===== config.mk =====
export PLATFORM = sky130hd
export DESIGN_NAME = seg_access_ctrl
export DESIGN_NICKNAME = d
export VERILOG_FILES = /design/src/rtl/seg_access_ctrl.sv
export SDC_FILE = /design/constraint.sdc
export NUM_CORES = 1
export LEC_CHECK = 0
export CORE_MARGIN = 2
export CORE_UTILIZATION = 25
export DETAILED_ROUTE_END_ITERATION = 7
export SLEW_MARGIN = 25
export SYNTH_ARGS = -nofsm -noshare
export SYNTH_HDL_FRONTEND = slang
export SYNTH_SLANG_ARGS = --single-unit

===== constraint.sdc =====
create_clock -name clk -period 6.3 [get_ports clk]
set_input_delay 1.575 -clock clk [delete_from_list [all_inputs] [get_ports clk]]
set_output_delay 1.575 -clock clk [all_outputs]
set_load 0.1 [all_outputs]

===== src/rtl/seg_access_ctrl.sv =====
// -----------------------------------------------------------------------------
// seg_access_ctrl
//
// Shares the four-entry segment register file (CS=00, DS=01, SS=10, ES=11)
// between the prefetch unit and the execution unit (EU).
//
// A read access selects a segment and waits out the file's one-cycle
// registered read latency. It then forms the 20-bit physical address
// (segment << 4) + offset and offers it to the bus interface.
// A segment write is issued to the file directly and produces no address.
//
// Access sequence (one access in flight at a time):
//   read : IDLE (accept) -> SEL -> CAPT -> OUT (until addr_ready) -> IDLE
//   write: IDLE (accept) -> WRITE -> IDLE
//
// Handshakes:
//   fetch_req / eu_req are level requests held until the matching gnt.
//   Requests are only sampled in IDLE. Each gnt is a single-cycle pulse in
//   the cycle after the accepting edge. phys_addr / addr_src / addr_wrap
//   are held stable while addr_valid=1. The transfer happens on a rising
//   edge where addr_valid && addr_ready, and addr_valid drops on the next
//   cycle.
//
// Arbitration: the EU wins, unless fetch is pending and the EU has already
// been granted STARVE_LIMIT times in a row while fetch waited.
//
// Parameters:
//   STARVE_LIMIT  consecutive EU grants allowed while fetch waits (1..7)
//   FETCH_SEG     segment code used for fetch accesses
//
// Ports:
//   clk, rst                  clock, synchronous active-high reset
//   fetch_req/offset/gnt      prefetch request, IP offset, grant pulse
//   eu_req/wr/seg/offset/     EU request: write flag, segment, offset,
//   eu_wdata/eu_gnt             write data, grant pulse
//   seg_write_en/reg_select/  segment file write enable, select, write data
//   seg_wdata
//   seg_rdata                 segment file registered read data
//   addr_valid/ready          physical address handshake
//   phys_addr/addr_src        physical address, source (0 fetch, 1 EU)
//   addr_wrap                 carry out of bit 19 (optional feature)
//   dbg_state_o               current FSM state, for debug and checkers
//
// Build option:
//   SEG_WRAP_CHK_EN  when defined, addr_wrap reports the carry out of bit 19
//                    of the address sum. Otherwise addr_wrap is tied to 0.
// -----------------------------------------------------------------------------
module seg_access_ctrl #(
  parameter int unsigned STARVE_LIMIT = 2,
  parameter logic [1:0]  FETCH_SEG    = 2'b00
) (
  input  logic        clk,
  input  logic        rst,
  input  logic        fetch_req,
  input  logic [15:0] fetch_offset,
  output logic        fetch_gnt,
  input  logic        eu_req,
  input  logic        eu_wr,
  input  logic [1:0]  eu_seg,
  input  logic [15:0] eu_offset,
  input  logic [15:0] eu_wdata,
  output logic        eu_gnt,
  output logic        seg_write_en,
  output logic [1:0]  seg_reg_select,
  output logic [15:0] seg_wdata,
  input  logic [15:0] seg_rdata,
  output logic        addr_valid,
  input  logic        addr_ready,
  output logic [19:0] phys_addr,
  output logic        addr_src,
  output logic        addr_wrap,
  output logic [2:0]  dbg_state_o
);

  typedef enum logic [2:0] {
    ST_IDLE  = 3'd0,
    ST_WRITE = 3'd1,
    ST_SEL   = 3'd2,
    ST_CAPT  = 3'd3,
    ST_OUT   = 3'd4
  } state_e;

  localparam logic [2:0] LIMIT = 3'(STARVE_LIMIT);

  state_e      state_q, state_d;
  logic [2:0]  starve_q, starve_d;
  logic        fetch_gnt_q, fetch_gnt_d;
  logic        eu_gnt_q, eu_gnt_d;
  logic        seg_we_q, seg_we_d;
  logic [1:0]  seg_sel_q, seg_sel_d;
  logic [15:0] seg_wdata_q, seg_wdata_d;
  logic        addr_valid_q, addr_valid_d;
  logic [19:0] phys_addr_q, phys_addr_d;
  logic        addr_src_q, addr_src_d;
  logic [15:0] off_q, off_d;   // offset captured at grant
  logic        src_q, src_d;   // requester captured at grant (1 = EU)

  logic        starved;
  logic        fetch_win;
  logic        eu_win;
  logic [19:0] addr_sum;

  // ---------------------------------------------------------------------------
  // Address adder. seg_rdata is only meaningful in CAPT, where it is consumed.
  // ---------------------------------------------------------------------------
`ifdef SEG_WRAP_CHK_EN
  logic [20:0] sum_full;
  logic        addr_wrap_q;

  assign sum_full = {1'b0, seg_rdata, 4'b0000} + {5'b00000, off_q};
  assign addr_sum = sum_full[19:0];

  // Carry of the 20-bit sum, captured alongside phys_addr and held with it.
  always_ff @(posedge clk) begin
    if (rst) begin
      addr_wrap_q <= 1'b0;
    end else if (state_q == ST_CAPT) begin
      addr_wrap_q <= sum_full[20];
    end
  end

  assign addr_wrap = addr_wrap_q;
`else
  assign addr_sum  = {seg_rdata, 4'b0000} + {4'b0000, off_q};
  assign addr_wrap = 1'b0;
`endif

  // ---------------------------------------------------------------------------
  // Arbitration (only effective in IDLE)
  // ---------------------------------------------------------------------------
  assign starved   = fetch_req && (starve_q == LIMIT);
  assign eu_win    = (state_q == ST_IDLE) && eu_req && !starved;
  assign fetch_win = (state_q == ST_IDLE) && fetch_req && (!eu_req || starved);

  // Consecutive EU grants while fetch waits. Any cycle without a fetch
  // request restarts the count, so only an unbroken wait builds it up.
  always_comb begin
    starve_d = starve_q;
    if (!fetch_req || fetch_win) begin
      starve_d = 3'd0;
    end else if (eu_win && (starve_q != LIMIT)) begin
      starve_d = starve_q + 3'd1;
    end
  end

  // ---------------------------------------------------------------------------
  // Next-state and registered-output logic
  // ---------------------------------------------------------------------------
  always_comb begin
    state_d      = state_q;
    fetch_gnt_d  = 1'b0;
    eu_gnt_d     = 1'b0;
    seg_we_d     = 1'b0;
    seg_sel_d    = seg_sel_q;     // select holds outside SEL and WRITE
    seg_wdata_d  = seg_wdata_q;
    addr_valid_d = addr_valid_q;
    phys_addr_d  = phys_addr_q;
    addr_src_d   = addr_src_q;
    off_d        = off_q;
    src_d        = src_q;

    unique case (state_q)
      ST_IDLE: begin
        if (eu_win) begin
          eu_gnt_d  = 1'b1;
          src_d     = 1'b1;
          off_d     = eu_offset;
          seg_sel_d = eu_seg;
          if (eu_wr) begin
            // Write is presented to the file during the WRITE cycle and
            // lands on its closing edge, ahead of any later SEL.
            seg_we_d    = 1'b1;
            seg_wdata_d = eu_wdata;
            state_d     = ST_WRITE;
          end else begin
            state_d = ST_SEL;
          end
        end else if (fetch_win) begin
          fetch_gnt_d = 1'b1;
          src_d       = 1'b0;
          off_d       = fetch_offset;
          seg_sel_d   = FETCH_SEG;
          state_d     = ST_SEL;
        end
      end

      ST_WRITE: begin
        state_d = ST_IDLE;
      end

      // The file registers its output at the end of SEL, so the data is
      // usable one cycle later in CAPT.
      ST_SEL: begin
        state_d = ST_CAPT;
      end

      ST_CAPT: begin
        phys_addr_d  = addr_sum;
        addr_src_d   = src_q;
        addr_valid_d = 1'b1;
        state_d      = ST_OUT;
      end

      ST_OUT: begin
        if (addr_ready) begin
          addr_valid_d = 1'b0;
          state_d      = ST_IDLE;
        end
      end

      default: begin
        state_d = ST_IDLE;
      end
    endcase
  end

  always_ff @(posedge clk) begin
    if (rst) begin
      state_q      <= ST_IDLE;
      starve_q     <= 3'd0;
      fetch_gnt_q  <= 1'b0;
      eu_gnt_q     <= 1'b0;
      seg_we_q     <= 1'b0;
      seg_sel_q    <= 2'b00;
      seg_wdata_q  <= 16'h0000;
      addr_valid_q <= 1'b0;
      phys_addr_q  <= 20'h00000;
      addr_src_q   <= 1'b0;
      off_q        <= 16'h0000;
      src_q        <= 1'b0;
    end else begin
      state_q      <= state_d;
      starve_q     <= starve_d;
      fetch_gnt_q  <= fetch_gnt_d;
      eu_gnt_q     <= eu_gnt_d;
      seg_we_q     <= seg_we_d;
      seg_sel_q    <= seg_sel_d;
      seg_wdata_q  <= seg_wdata_d;
      addr_valid_q <= addr_valid_d;
      phys_addr_q  <= phys_addr_d;
      addr_src_q   <= addr_src_d;
      off_q        <= off_d;
      src_q        <= src_d;
    end
  end

  assign fetch_gnt      = fetch_gnt_q;
  assign eu_gnt         = eu_gnt_q;
  assign seg_write_en   = seg_we_q;
  assign seg_reg_select = seg_sel_q;
  assign seg_wdata      = seg_wdata_q;
  assign addr_valid     = addr_valid_q;
  assign phys_addr      = phys_addr_q;
  assign addr_src       = addr_src_q;
  assign dbg_state_o    = state_q;

endmodule

==> flow_metrics.py <==
metrics = {
    "die": {
        "coreArea_um2": 12620,
        "fp.dieH_um": 117.5,
        "start_util": 0.2552,
        "die_x_um": 117.5,
        "pin_count": 119,
        "die_area_um2": 13810,
        "rows": 41,
    },
    "timing": {
        "slew_violations": 0,
        "worst-slew-pin-transition_ps": 1030,
        "finalSetupViolCount": 0,
        "finalHoldViolCount": 0,
        "period_share": 0.5986,
        "setup_tns_ps": 0,
        "min_period_ps": 3771,
        "slew-limit-headroom": 0.3110,
        "rsz0062_at_grt": "false",
        "max_freq_mhz": 265.2,
        "fin_worst_skew_ps": 6.465,
    },
    "clocking": {
        "cts_tree": "yes",
        "cts_root_buffer": "clkbuf_16",
        "cts_buffers": 9,
        "clock_path_buffers": 2,
        "cts_setup_buffers": 0,
        "hold_buffers": 0,
        "cts_resized": 0,
        "h-tree-depth": 3,
        "clkTransAtPathRegs_ps": 50,
        "clkLatencyLatePin_ps": 330,
        "cts.sinks": 66,
    },
    "global_route": {
        "grt_max_degree": 37,
        "grt.total_usage": 0.1387,
        "antenna_found_initial": 0,
        "grt_pass1_vias": 3193,
        "grt_pass1_wl_mm": 15.53,
        "grt-ovfl-total": 0,
    },
    "routing": {
        "post_drt_via_cell_ratio": 4.668,
        "route.detailed.wl_per_inst_um": 13.88,
        "vias": 3179,
        "postRouteAntennaNets": 0,
        "drt-initial-drc-count": 126,
        "dr.pass1.iters": 4,
        "drt-total-wl_mm": 9.453,
        "drcViolationCount": 0,
    },
    "placement": {
        "dp_hpwl_mm": 6.959,
        "io_buffer_count": 117,
        "finalWeightedCongestion": 0.8591,
    },
    "finish": {
        "layout_common_cells": "116 x clkdlybuf4s50_1, 101 x nand2_1, 66 x dfxtp_1",
        "drive_gt1_frac": 0.05894,
        "area_growth_pct": 50.62,
        "final_nets": 591,
        "layout_commonest_cell": "clkdlybuf4s50_1",
        "antennaDiodeCount": 0,
    },
    "power_and_ir_drop": {
        "irDropWorstVdd_v": 0.0001104,
        "power.total_mw": 1.442,
        "cellPowerDensity_nw_per_um2": 297.3,
        "leakage_nw": 1.777,
    },
    "synthesis": {
        "ys.flop_type": "dfxtp_1",
        "synth-seq-cells": 66,
        "synth.distinct_cells": 56,
        "synth_seq_area_share": 0.4103,
        "synth_edf_count": 0,
        "postSynth.asyncResetShare": 0,
        "postSynthAreaPerCell_um2": 8.133,
        "syn-cell-area_um2": 3221,
        "syn_nets": 483,
        "synthCells": 396,
        "ys_warn_count": 0,
    },
    "worst_setup_path": {
        "crit_arrival_ps": 3970,
        "setup.worst_path.end_class": "register",
        "r2r_slack_ps": 3710,
        "startpoint_type": "primary input",
        "crit_path_top_delay_cell": "and3_1",
        "r2r_end": "seg_wdata[12]",
        "r2r-start": "dbg_state_o[2]",
        "cp_max_fo": 24,
        "crit_chain": "clkdlybuf4s50_1 > nand3b_1 > and3_1 > nand2_1 > nand2_1 > a21oi_1",
        "crit_top_cell": "nand2_1",
        "critPathCapture": "seg_wdata[12]",
        "crit_required_ps": 6500,
        "critical_path_class": "in2reg",
        "slowest_delay_ps": 780,
        "r2r_cells": 5,
        "startpoint": "fetch_req",
    },
    "worst_hold_path": {
        "hold_depth": 2,
        "min_path_type": "reg2reg",
    },
    "run_status": {
        "outcome": "finished clean",
    },
    "flow_run": {
        "maxCapViolations": 0,
    },
}
-- through the flow --
step | setup slack [ps] | instances | hold WS (ps) | util | area, µm²
floorplan | 2907 | 396 | 432.2 | - | 3221
global placement | 2185 | 665 | 438.0 | 0.3574 | 4511
detailed placement | 2128 | 665 | 447.0 | 0.3574 | 4511
CTS | 2481 | 681 | 454.3 | 0.3843 | 4850
global route | 2258 | 681 | 473.6 | 0.3844 | 4851
finish | 2529 | 681 | 452.3 | 0.3844 | 4851
-- cell type report --
cell class                 count  area (µm²)
multi-input combinational    303        1775
fill                        1331        7769
clock buffer                  12       266.5
timing repair buffer         119        1181
sequential                    66        1321
clock inverter                 4       72.57
inverter                       5       18.77
tap                          172       215.2
-- where the power goes --
group	internal [mW]	switching (mW)	total, mW
Sequential	0.451	0.0228	0.474
Clock	0.378	0.186	0.564
Combinational	0.143	0.262	0.405
Total	0.972	0.471	1.44
-- registers in the layout, summed over array words and instances (netlist names) --
name            flops
addr_valid          1
off_q              16
seg_reg_select      2
phys_addr          20
src_q               1
starve_q            3
fetch_gnt           1
dbg_state_o         3
seg_wdata          16
seg_write_en        1
addr_src            1
eu_gnt              1
-- logic make-up after synthesis --
group                      synth area share
xor gates and xnor gates            0.01632
and+or+nand+nor                      0.2370
AOI/OAI and AO/OA                    0.2327
buffers and inverters               0.03885
other                              0.001164
muxes                              0.003108
DFF                                  0.4103
adders and majority gates           0.06061
-- metal layers --
| layer | GRT usage | share of wire | wire (µm) |
|---|---|---|---|
| met5 | 0 | 0 | 0 |
| met4 | 0.06627 | 0.030 | 284 |
| met3 | 0.03101 | 0.046 | 435 |
| met2 | 0.2328 | 0.47 | 4412 |
| met1 | 0.1683 | 0.46 | 4322 |
-- critical path: cells and delay by family --
family,cells,cell delay (ps)
and+or+nand+nor,4,1770
buffers and inverters,1,530
AOI/OAI and AO/OA,1,90
-- worst min-delay path by stage --
stage | to | slack (ps) | from
floorplan | addr_src | 430 | src_q
global placement | phys_addr[1] | 440 | off_q[1]
detailed placement | phys_addr[13] | 450 | phys_addr[13]
CTS | phys_addr[1] | 450 | off_q[1]
global route | seg_wdata[4] | 470 | seg_wdata[4]
finish | addr_src | 450 | src_q
-- synth_stat cells (all sizes together), types with 5 or more instances --
master | number | area [µm²]
inv | 5 | 18.77
o21ai | 10 | 50.04
or3 | 5 | 31.28
xnor2 | 5 | 43.79
dfxtp | 66 | 1321
clkbuf | 6 | 22.52
a21oi | 43 | 226.5
ha | 14 | 175.2
buf | 16 | 83.82
nand3 | 5 | 25.02
nand2 | 101 | 379.1
a311oi | 19 | 172.7
nor2 | 37 | 138.9
nor3 | 5 | 36.29
a211oi | 5 | 37.54
nand3b | 7 | 52.55
No activity file was read; power rests on OpenSTA's default activity.
